File: src/rtl/spu_pkg.sv
// Shared types and helpers for the SPU adder arbiter.
//   DEF_*     : default widths/sizes used by spu_adder_arbiter parameters
//   spu_op_t  : one requester's operand bundle {D,C,B,A}
//   rsp_t     : response FIFO payload {id,sum}
//   rr_pick   : round-robin one-hot pick of the first valid at/after ptr
package spu_pkg;

  localparam int unsigned DEF_NREQ      = 4;
  localparam int unsigned DEF_AB_W      = 4;
  localparam int unsigned DEF_CD_W      = 3;
  localparam int unsigned DEF_SUM_W     = 8;
  localparam int unsigned DEF_RSP_DEPTH = 4;
  localparam int unsigned MAX_NREQ      = 8;
  localparam int unsigned MAX_ID_W      = 3;

  typedef struct packed {
    logic [DEF_CD_W-1:0] d;
    logic [DEF_CD_W-1:0] c;
    logic [DEF_AB_W-1:0] b;
    logic [DEF_AB_W-1:0] a;
  } spu_op_t;

  typedef struct packed {
    logic [MAX_ID_W-1:0]  id;
    logic [DEF_SUM_W-1:0] sum;
  } rsp_t;

  // One-hot of the first set bit of valid, scanning cyclically from ptr over n slots.
  function automatic logic [MAX_NREQ-1:0] rr_pick(input logic [MAX_NREQ-1:0] valid,
                                                  input logic [MAX_ID_W-1:0] ptr,
                                                  input int unsigned n);
    logic [MAX_NREQ-1:0] grant;
    logic                found;
    int unsigned         idx;
    grant = '0;
    found = 1'b0;
    for (int unsigned i = 0; i < MAX_NREQ; i++) begin
      if (i < n) begin
        idx = (32'(ptr) + i) % n;
        if (!found && valid[3'(idx)]) begin
          grant[3'(idx)] = 1'b1;
          found          = 1'b1;
        end
      end
    end
    return grant;
  endfunction

endpackage

File: src/rtl/spu_add4_pipe.sv
// Two-stage 4-operand adder with valid/id sideband, no backpressure.
//   clk, rst_n          : clock, async active-low reset
//   in_valid, in_id     : issue strobe and requester tag
//   in_a..in_d          : operands
//   s1_valid            : stage-1 occupancy (used for credit accounting)
//   out_valid, out_id   : stage-2 result strobe and tag
//   out_sum             : A+B+C+D zero-extended to SUM_W
module spu_add4_pipe
  import spu_pkg::*;
#(
  parameter int unsigned ID_W  = 2,
  parameter int unsigned AB_W  = DEF_AB_W,
  parameter int unsigned CD_W  = DEF_CD_W,
  parameter int unsigned SUM_W = DEF_SUM_W
) (
  input  logic             clk,
  input  logic             rst_n,
  input  logic             in_valid,
  input  logic [ID_W-1:0]  in_id,
  input  logic [AB_W-1:0]  in_a,
  input  logic [AB_W-1:0]  in_b,
  input  logic [CD_W-1:0]  in_c,
  input  logic [CD_W-1:0]  in_d,
  output logic             s1_valid,
  output logic             out_valid,
  output logic [ID_W-1:0]  out_id,
  output logic [SUM_W-1:0] out_sum
);

  logic [ID_W-1:0] s1_id;
  logic [AB_W-1:0] s1_a, s1_b;
  logic [CD_W-1:0] s1_c, s1_d;

  // Stage 1 captures operands, stage 2 captures the sum.
  always_ff @(posedge clk or negedge rst_n) begin
    if (!rst_n) begin
      s1_valid  <= 1'b0;
      s1_id     <= '0;
      s1_a      <= '0;
      s1_b      <= '0;
      s1_c      <= '0;
      s1_d      <= '0;
      out_valid <= 1'b0;
      out_id    <= '0;
      out_sum   <= '0;
    end else begin
      s1_valid  <= in_valid;
      s1_id     <= in_id;
      s1_a      <= in_a;
      s1_b      <= in_b;
      s1_c      <= in_c;
      s1_d      <= in_d;
      out_valid <= s1_valid;
      out_id    <= s1_id;
      out_sum   <= SUM_W'(s1_a) + SUM_W'(s1_b) + SUM_W'(s1_c) + SUM_W'(s1_d);
    end
  end

endmodule

File: src/rtl/spu_adder_arbiter.sv
// Round-robin arbiter sharing one pipelined 4-operand adder among NREQ requesters.
// Results return in acceptance order through a fall-through response FIFO;
// issue is credit-limited so the FIFO can never overflow under consumer stall.
//   clk, rst_n            : clock, async active-low reset
//   en                    : issue enable (in-flight ops still complete when low)
//   req_valid/req_ready   : per-requester handshake, req_ready one-hot
//   req_ops               : per-requester {D,C,B,A}, requester i at slice i
//   rsp_valid/rsp_ready   : FIFO head handshake
//   rsp_id, rsp_sum       : head tag and result
//   busy                  : op in flight or FIFO non-empty
//   stats_clr, grant_cnt  : per-requester grant counters
// Build option: define SPU_STATS_EN to instantiate saturating grant counters;
// otherwise grant_cnt is tied to zero and stats_clr is ignored.
module spu_adder_arbiter
  import spu_pkg::*;
#(
  parameter int unsigned NREQ      = DEF_NREQ,
  parameter int unsigned AB_W      = DEF_AB_W,
  parameter int unsigned CD_W      = DEF_CD_W,
  parameter int unsigned SUM_W     = DEF_SUM_W,
  parameter int unsigned RSP_DEPTH = DEF_RSP_DEPTH
) (
  input  logic                                clk,
  input  logic                                rst_n,
  input  logic                                en,
  input  logic [NREQ-1:0]                     req_valid,
  output logic [NREQ-1:0]                     req_ready,
  input  logic [NREQ*(2*AB_W+2*CD_W)-1:0]     req_ops,
  output logic                                rsp_valid,
  input  logic                                rsp_ready,
  output logic [$clog2(NREQ)-1:0]             rsp_id,
  output logic [SUM_W-1:0]                    rsp_sum,
  output logic                                busy,
  input  logic                                stats_clr,
  output logic [NREQ*16-1:0]                  grant_cnt
);

  localparam int unsigned ID_W  = $clog2(NREQ);
  localparam int unsigned OP_W  = 2*AB_W + 2*CD_W;
  localparam int unsigned PTR_W = $clog2(RSP_DEPTH);
  localparam int unsigned CNT_W = PTR_W + 1;
  localparam int unsigned CR_W  = CNT_W + 1;

  logic                  arm_q;
  logic [ID_W-1:0]       rr_ptr;
  logic [MAX_NREQ-1:0]   pick;
  logic                  unused_pick;
  logic                  credit_ok;
  logic [NREQ-1:0]       hs;
  logic                  hs_any;
  logic [ID_W-1:0]       gsel;
  logic [OP_W-1:0]       op_sel;

  logic                  s1_v;
  logic                  s2_v;
  logic [ID_W-1:0]       s2_id;
  logic [SUM_W-1:0]      s2_sum;

  logic [ID_W-1:0]       mem_id  [RSP_DEPTH];
  logic [SUM_W-1:0]      mem_sum [RSP_DEPTH];
  logic [PTR_W-1:0]      wr_ptr;
  logic [PTR_W-1:0]      rd_ptr;
  logic [CNT_W-1:0]      fifo_cnt;
  logic                  push;
  logic                  pop;

  // Holds off grants until the first clock edge after reset release.
  always_ff @(posedge clk or negedge rst_n) begin
    if (!rst_n) arm_q <= 1'b0;
    else        arm_q <= 1'b1;
  end

  // Outstanding ops (FIFO + pipe) must stay below depth; same-cycle pops are not counted.
  always_comb begin
    credit_ok = (CR_W'(fifo_cnt) + CR_W'(s1_v) + CR_W'(s2_v)) < CR_W'(RSP_DEPTH);
  end

  // Combinational round-robin grant.
  always_comb begin
    pick        = rr_pick(MAX_NREQ'(req_valid), MAX_ID_W'(rr_ptr), NREQ);
    unused_pick = ^pick;
    req_ready   = '0;
    if (arm_q && en && credit_ok) req_ready = pick[NREQ-1:0];
  end

  // Handshake decode and operand mux.
  always_comb begin
    hs     = req_valid & req_ready;
    hs_any = |hs;
    gsel   = '0;
    for (int unsigned i = 0; i < NREQ; i++) begin
      if (hs[i]) gsel = ID_W'(i);
    end
    op_sel = req_ops[gsel*OP_W +: OP_W];
  end

  // Pointer moves past the winner only on an actual handshake.
  always_ff @(posedge clk or negedge rst_n) begin
    if (!rst_n) begin
      rr_ptr <= '0;
    end else if (hs_any) begin
      rr_ptr <= (gsel == ID_W'(NREQ - 1)) ? '0 : gsel + ID_W'(1);
    end
  end

  spu_add4_pipe #(
    .ID_W  (ID_W),
    .AB_W  (AB_W),
    .CD_W  (CD_W),
    .SUM_W (SUM_W)
  ) u_pipe (
    .clk       (clk),
    .rst_n     (rst_n),
    .in_valid  (hs_any),
    .in_id     (gsel),
    .in_a      (op_sel[AB_W-1:0]),
    .in_b      (op_sel[2*AB_W-1:AB_W]),
    .in_c      (op_sel[2*AB_W+CD_W-1:2*AB_W]),
    .in_d      (op_sel[OP_W-1:2*AB_W+CD_W]),
    .s1_valid  (s1_v),
    .out_valid (s2_v),
    .out_id    (s2_id),
    .out_sum   (s2_sum)
  );

  always_comb begin
    push = s2_v;
    pop  = rsp_valid && rsp_ready;
  end

  // Response storage; a push at full lands in the slot the same-cycle pop vacates.
  always_ff @(posedge clk) begin
    if (push) begin
      mem_id[wr_ptr]  <= s2_id;
      mem_sum[wr_ptr] <= s2_sum;
    end
  end

  always_ff @(posedge clk or negedge rst_n) begin
    if (!rst_n) begin
      wr_ptr   <= '0;
      rd_ptr   <= '0;
      fifo_cnt <= '0;
    end else begin
      if (push) wr_ptr <= wr_ptr + PTR_W'(1);
      if (pop)  rd_ptr <= rd_ptr + PTR_W'(1);
      case ({push, pop})
        2'b10:   fifo_cnt <= fifo_cnt + CNT_W'(1);
        2'b01:   fifo_cnt <= fifo_cnt - CNT_W'(1);
        default: fifo_cnt <= fifo_cnt;
      endcase
    end
  end

  // Fall-through head; payload forced to zero when empty so reset reads as zero.
  always_comb begin
    rsp_valid = (fifo_cnt != '0);
    rsp_id    = rsp_valid ? mem_id[rd_ptr]  : '0;
    rsp_sum   = rsp_valid ? mem_sum[rd_ptr] : '0;
    busy      = s1_v || s2_v || rsp_valid;
  end

`ifdef SPU_STATS_EN
  logic [15:0] cnt_q [NREQ];

  // Saturating per-requester grant counters; clear beats increment.
  always_ff @(posedge clk or negedge rst_n) begin
    if (!rst_n) begin
      for (int unsigned i = 0; i < NREQ; i++) cnt_q[i] <= '0;
    end else if (stats_clr) begin
      for (int unsigned i = 0; i < NREQ; i++) cnt_q[i] <= '0;
    end else begin
      for (int unsigned i = 0; i < NREQ; i++) begin
        if (hs[i] && (cnt_q[i] != 16'hFFFF)) cnt_q[i] <= cnt_q[i] + 16'd1;
      end
    end
  end

  always_comb begin
    grant_cnt = '0;
    for (int unsigned i = 0; i < NREQ; i++) grant_cnt[16*i +: 16] = cnt_q[i];
  end
`else
  logic unused_stats_clr;

  always_comb begin
    grant_cnt        = '0;
    unused_stats_clr = stats_clr;
  end
`endif

endmodule

File: config.mk
export PLATFORM = sky130hd
export DESIGN_NAME = spu_adder_arbiter
export DESIGN_NICKNAME = d
export VERILOG_FILES = /design/src/rtl/spu_pkg.sv /design/src/rtl/spu_add4_pipe.sv /design/src/rtl/spu_adder_arbiter.sv
export SDC_FILE = /design/constraint.sdc
export NUM_CORES = 1
export LEC_CHECK = 0
export ABC_AREA = 1
export CELL_PAD_IN_SITES_DETAIL_PLACEMENT = 1
export CELL_PAD_IN_SITES_GLOBAL_PLACEMENT = 1
export CORE_ASPECT_RATIO = 0.75
export CORE_UTILIZATION = 30
export DETAILED_ROUTE_END_ITERATION = 10
export GPL_ROUTABILITY_DRIVEN = 0
export PLACE_DENSITY_LB_ADDON = 0.05
export SLEW_MARGIN = 20
export SYNTH_ARGS = -nofsm -noshare
export SYNTH_HDL_FRONTEND = slang
export SYNTH_SLANG_ARGS = --single-unit
File: constraint.sdc
create_clock -name clk -period 3.15 [get_ports clk]
set_clock_uncertainty 0.05 [all_clocks]
set_input_delay 0.63 -clock clk [delete_from_list [all_inputs] [get_ports clk]]
set_output_delay 0.63 -clock clk [all_outputs]
set_load 0.005 [all_outputs]
After elaboration in Yosys (flattened, before gate mapping)

Memory sizes are Yosys's and may differ from the RTL's.
Cells that the tools add are included.

Add/sub/neg operators: 13
$mul: 1
$lt $le $gt $ge: 9
Eq/ne operators: 3
Shift operators: 1
Mux-type cells: 33
Bitwise logic cells: 4
Reductions and logical operators: 18

Operators by type and width:

| cell                                                                   | number |
|---|---|
| 56-bit by 7-bit variable part select with 14-bit output                | 1 |
| 4-bit two-way mux                                                      | 5 |
| 8-bit by 3-bit adder with 8-bit output                                 | 2 |
| 2-bit by 4-bit < comparator with 1-bit output (second input constant)  | 4 |
| 1-bit two-way mux                                                      | 14 |
| 4-bit OR                                                               | 3 |
| 1-bit logical AND                                                      | 10 |
| 2-bit by 1-bit adder with 2-bit output (second input constant)         | 4 |
| 1-bit binary-select mux with 2-bit select                              | 4 |
| 1-bit demux with 2-bit select                                          | 4 |
| 2-bit by 1-bit >= comparator with 1-bit output (second input constant) | 4 |
| 2-bit two-way mux                                                      | 4 |
| 8-bit two-way mux                                                      | 1 |
| 3-bit case mux with 2 select lines                                     | 1 |
| 4-bit by 4-bit adder with 5-bit output                                 | 1 |
| 2-bit by 3-bit multiplier with 5-bit output (second input constant)    | 1 |
| 2-bit adder (second input constant)                                    | 2 |
| 3-bit by 1-bit adder with 4-bit output                                 | 1 |
| 4-bit by 1-bit adder with 4-bit output                                 | 1 |
| 4-bit bitwise AND                                                      | 1 |
| 2-bit equality test (second input constant)                            | 2 |
| 4-bit by 3-bit < comparator with 1-bit output (second input constant)  | 1 |
| 4-bit OR reduction                                                     | 1 |
| 3-bit by 1-bit adder with 3-bit output (second input constant)         | 1 |
| 6 further kinds                                                        | 9 |

Flip-flop bits (word level): 38
RAM bits: 40
Input port bits: 65
Output and inout port bits: 80
Logic and storage cells: 98
Memories: 2

Memories:

| name    | words | bits a word | rd ports | clocked after Yosys merged registers in | wr ports | line                    | text |
|---|---|---|---|---|---|---|---|
| mem_sum | 4     | 8           | 1        | 0                                       | 1        | spu_adder_arbiter.sv:60 | `logic [SUM_W-1:0] mem_sum [RSP_DEPTH];` |
| mem_id  | 4     | 2           | 1        | 0                                       | 1        | spu_adder_arbiter.sv:59 | `logic [ID_W-1:0] mem_id [RSP_DEPTH];` |

Logic depth before layout (Yosys ltp)

Depth after elaboration: 19
Depth in mapped cells: 18
Gate-level depth less buffers: 16

By module

A second synthesis with hierarchy kept.

Cell total of the unflattened synthesis: 608
Area total of the unflattened synthesis: 5016.1 µm²

Modules (own cells, without submodules):

| module            | times used | cells an instance | area each (µm²) | seq. area each (µm²) |
|---|---|---|---|---|
| spu_adder_arbiter | 1          | 527               | 3986.3          | 1451.4 |
| spu_add4_pipe     | 1          | 81                | 1029.7          | 650.6 |

Least setup slack after synthesis

No wires, ideal clock.

Path kind: register to output
From: reg fifo_cnt[0]
To: out req_ready[0]
Arrival: 1.880 ns
Required time: 2.470 ns
Setup slack: 0.590 ns
Stages on the path, launching flop included: 7
Buffers on the path: 2
Cells stage by stage: dfrtp_1 -> ha_1 -> a21oi_1 -> o2111a_1 -> clkbuf_1 -> clkbuf_1 -> and2_1

Word-level cells in the longest chain between the ends: 5

Ends and longest elaborated chain:

| item                                          | line                     | text |
|---|---|---|
| start, declared                               | spu_adder_arbiter.sv:63  | `logic [CNT_W-1:0] fifo_cnt;` |
| start signal, assigned                        | spu_adder_arbiter.sv:148 | `2'b10: fifo_cnt <= fifo_cnt + CNT_W'(1);` |
| start signal, assigned                        | spu_adder_arbiter.sv:149 | `2'b01: fifo_cnt <= fifo_cnt - CNT_W'(1);` |
| start signal, assigned                        | spu_adder_arbiter.sv:150 | `default: fifo_cnt <= fifo_cnt;` |
| 3-bit by 1-bit adder with 4-bit output        | spu_adder_arbiter.sv:75  | `credit_ok = (CR_W'(fifo_cnt) + CR_W'(s1_v) + CR_W'(s2_v)) < CR_W'(RSP_DEPTH);` |
| 4-bit by 1-bit adder with 4-bit output        | spu_adder_arbiter.sv:75  |  |
| 4-bit by 3-bit < comparator with 1-bit output | spu_adder_arbiter.sv:75  |  |
| 1-bit logical AND                             | spu_adder_arbiter.sv:83  | `if (arm_q && en && credit_ok) req_ready = pick[NREQ-1:0];` |
| 4-bit two-way mux                             | spu_adder_arbiter.sv:83  |  |
| end, declared                                 | spu_adder_arbiter.sv:27  | `output logic [NREQ-1:0] req_ready,` |

Every way passes these cells.

Worst setup path in the final report

From: in req_valid[0]
To: out req_ready[0]

Word-level cells in the longest chain between the ends: 13
Elaborated cells on any way between the ends: 25
Classes of those cells: mux: 16; bitwise: 3; reduce/logical: 6

Ends and longest elaborated chain:

| item                                      | line                    | text |
|---|---|---|
| start, declared                           | spu_adder_arbiter.sv:26 | `input logic [NREQ-1:0] req_valid,` |
| 1-bit binary-select mux with 2-bit select | spu_pkg.sv:40           | `if (!found && valid[3'(idx)]) begin` |
| 1-bit two-way mux (not written as such)   | spu_pkg.sv:40           |  |
| 1-bit two-way mux                         | spu_pkg.sv:40           |  |
| 1-bit zero test                           | spu_pkg.sv:40           |  |
| 1-bit logical AND                         | spu_pkg.sv:40           |  |
| 1-bit two-way mux                         | spu_pkg.sv:40           |  |
| 1-bit zero test                           | spu_pkg.sv:40           |  |
| 1-bit logical AND                         | spu_pkg.sv:40           |  |
| 1-bit two-way mux                         | spu_pkg.sv:40           |  |
| 1-bit zero test                           | spu_pkg.sv:40           |  |
| 1-bit logical AND                         | spu_pkg.sv:40           |  |
| 4-bit two-way mux *                       | spu_pkg.sv:40           |  |
| 4-bit two-way mux *                       | spu_adder_arbiter.sv:83 |  |

Every way passes the cells marked *; elsewhere a longest branch is shown, timed or not. The select of a mux whose other input is x is not followed.

==> flow_summary.yaml <==
global_route:
  use_met3: 0.0421
  grt_pass1_wl_um: 18400
  antenna_found_initial: 0
  gr-total-overflow: 0
  gr-usage-met2: 0.246
  grt_max_degree: 37
  grt_pass1_vias: 3794
  met1_usage: 0.181
  grt_usage: 0.146
  top_usage_layer: "met2"
logic_synthesis:
  syn_area_per_cell_um2: 8.25
  synth_seq_cells: 68
  yosysSeqAreaShare: 0.395
  postSynthCellCount: 571
  muxShareOfSynthArea: 0
  synth_compound_area_frac: 0.0555
  synth_warnings: 0
  synth_xor_area_frac: 0.0149
  synth_top_family_by_area: "simple AND/OR/NAND/NOR gates"
  synth_cell_types: 36
  yosys.area_share.simple: 0.233
  netlist_area_mm2: 0.00471
  synth_fa_ha_area_frac: 0.0786
power_and_ir_drop:
  vdd_drop_max_mv: 0.296
  power_mw: 4.64
  leakagePower_nw: 2.90
  p_per_area_mw_per_mm2: 795
clock_network:
  htree_levels: 3
  clk_latency_ns: 0.33
  cts.sinks: 68
  clockBufferDepth: 2
  clk_pin_slew_ns: 0.05
  numCtsBuffers: 9
  cts-root-buf: "clkbuf_16"
  cts_hold_buf: 0
  cts_tree: "done"
drt:
  routed_wl_um: 10800
  wl_per_cell_um: 12.4
  viasPerCell: 4.08
  num_vias: 3557
  drc: 0
  drt_iter0_markers: 117
  firstDrtPassIters: 4
  ant_nets: 0
floorplanning:
  fp.dieW_um: 147
  io_pins: 145
  fp.dieH_um: 111
  core_area_mm2: 0.0153
  dieArea_mm2: 0.0162
  initial_core_util: 0.309
  num_rows: 39
timing:
  tightest_slew_ns: 0.815
  layout_setup_ws_ns: 0.129
  slew_viol_final: 0
  fin_tns_setup_ns: 0
  fmax_mhz: 331
  fin_crit_sh: 0.959
  setup_viol: 0
  report.final.hold_viol_count: 0
  min_period_ns: 3.02
  grt_setup_unrepaired: "false"
  slew_headroom: 0.457
final_layout:
  layout_common_cells: "100 x inv_1, 91 x nand2_1, 72 x clkdlybuf4s50_1"
  drive_gt1_frac: 0.114
  final_net_count: 753
  diodes: 0
  final_cells: 872
  area_delta_synth_final_pct: 23.9
  final_common_cell: "inv_1"
critical_path:
  critical_path_class: "in -> out"
  cp-start-kind: "input port"
  worst_setup_path_end_kind: "output port"
  required_ns: 2.47
  crit_fanout: 4
  timing.critical_path.arrival_ns: 2.34
status:
  status: "finished clean"
placed_design:
  io_buffers: 77
  dp_cells: 854
  dp_slack_ns: -0.193
  hpwl_um: 8630
run:
  drv_cap: 0
worst_hold_path:
  min_path_type: "reg -> reg"
-- cells in the mapped netlist (all sizes together) --
master,n,share of area
a211oi,2,0.0032
a21oi,26,0.028
and2,2,0.0027
buf,75,0.12
clkbuf,9,0.0072
clkinv,9,0.0072
conb,2,0.0016
dfrtp,36,0.19
edfxtp,32,0.20
fa,6,0.025
ha,20,0.053
inv,104,0.083
nand2,115,0.11
nand3,42,0.056
nand3b,3,0.0082
nand4,14,0.019
nor2,43,0.039
nor3,1,0.0011
o2111a,1,0.0024
o21ai,21,0.022
xnor2,2,0.0037
xor2,6,0.011
-- critical path: stages --
cell             delay (ns)
dlygate4sd2_1          0.33
inv_1                  0.07
nand2_1                0.08
nand3_1                0.08
nand2_1                0.08
nand2_2                0.08
nor2_8                 0.15
nand2_1                0.07
nand3b_1               0.13
and2_1                 0.14
clkdlybuf4s50_1        0.50
-- through the flow --
step,cell area (µm²),util,hold slack (ns)
2_1_floorplan,4960,-,0.281
3_3_place_gp,5510,0.361,0.281
6_report,5840,0.382,0.295
4_1_cts,5810,0.381,0.298
5_1_grt,5840,0.382,0.317
3_5_place_dp,5510,0.361,0.286
-- layout make-up --
class | count | area [µm²]
clock inverter | 6 | 55.1
multi-input combinational | 371 | 2080
tap | 205 | 256
clock buffer | 10 | 229
timing repair buffer | 99 | 931
inverter | 113 | 427
sequential | 68 | 1860
fill | 1827 | 9430
-- worst paths after layout --
path | from | to | slack (ns) | cells past startpoint
worst max-delay path | req_valid[0] | req_ready[0] | 0.13 | 11
max in group asynchronous | rst_n | u_pipe.out_valid | 2.14 | 1
min in group asynchronous | rst_n | fifo_cnt[1] | 0.34 | 1
worst max register to register | u_pipe.s1_b[0] | u_pipe.out_sum[4] | 0.46 | 11
worst min-delay path | u_pipe.s1_id[0] | u_pipe.out_id[0] | 0.29 | 0
worst min register to register | u_pipe.s1_id[0] | u_pipe.out_id[0] | 0.29 | 0
-- state kept, by name (all words and copies together), names as in the netlist --
register / flops
arm_q: 1
fifo_cnt: 3
mem_id: 8
mem_sum: 24
rd_ptr: 2
rr_ptr: 2
u_pipe.out_id: 2
u_pipe.out_sum: 6
u_pipe.out_valid: 1
u_pipe.s1_a: 4
u_pipe.s1_b: 4
u_pipe.s1_c: 3
u_pipe.s1_d: 3
u_pipe.s1_id: 2
u_pipe.s1_valid: 1
wr_ptr: 2
-- what timing repair did --
item / CTS / global route
setup endpoints to repair: 4 / 4
buffers inserted: 1 / 1
resized for setup: 7 / 9
cloned: 0 / 0
pin swaps: 0 / 1
-- routing by layer --
metal,wire length [µm],vias to the layer above
li1,-,1814
met1,4950,1632
met4,84,0
met2,5240,105
met3,569,6
met5,0,-
-- power by group --
part	leakage (nW)	internal (mW)	switching [mW]	total, mW
sequential	0.726	1.18	0.144	1.33
clock	0.137	0.603	0.342	0.945
combinational	2.04	1.04	1.33	2.37
total	2.90	2.83	1.81	4.64
-- kinds of logic (layout without fill, tap and decap cells) --
group,Yosys count,in the layout
xor gates and xnor gates,8,8
buffers and inverters,197,228
and+or+nand+nor,220,220
adders and majority gates,26,26
DFF,68,68
AOI/OAI and AO/OA,50,50
other,2,67
Power figures use the tool's default switching activity.
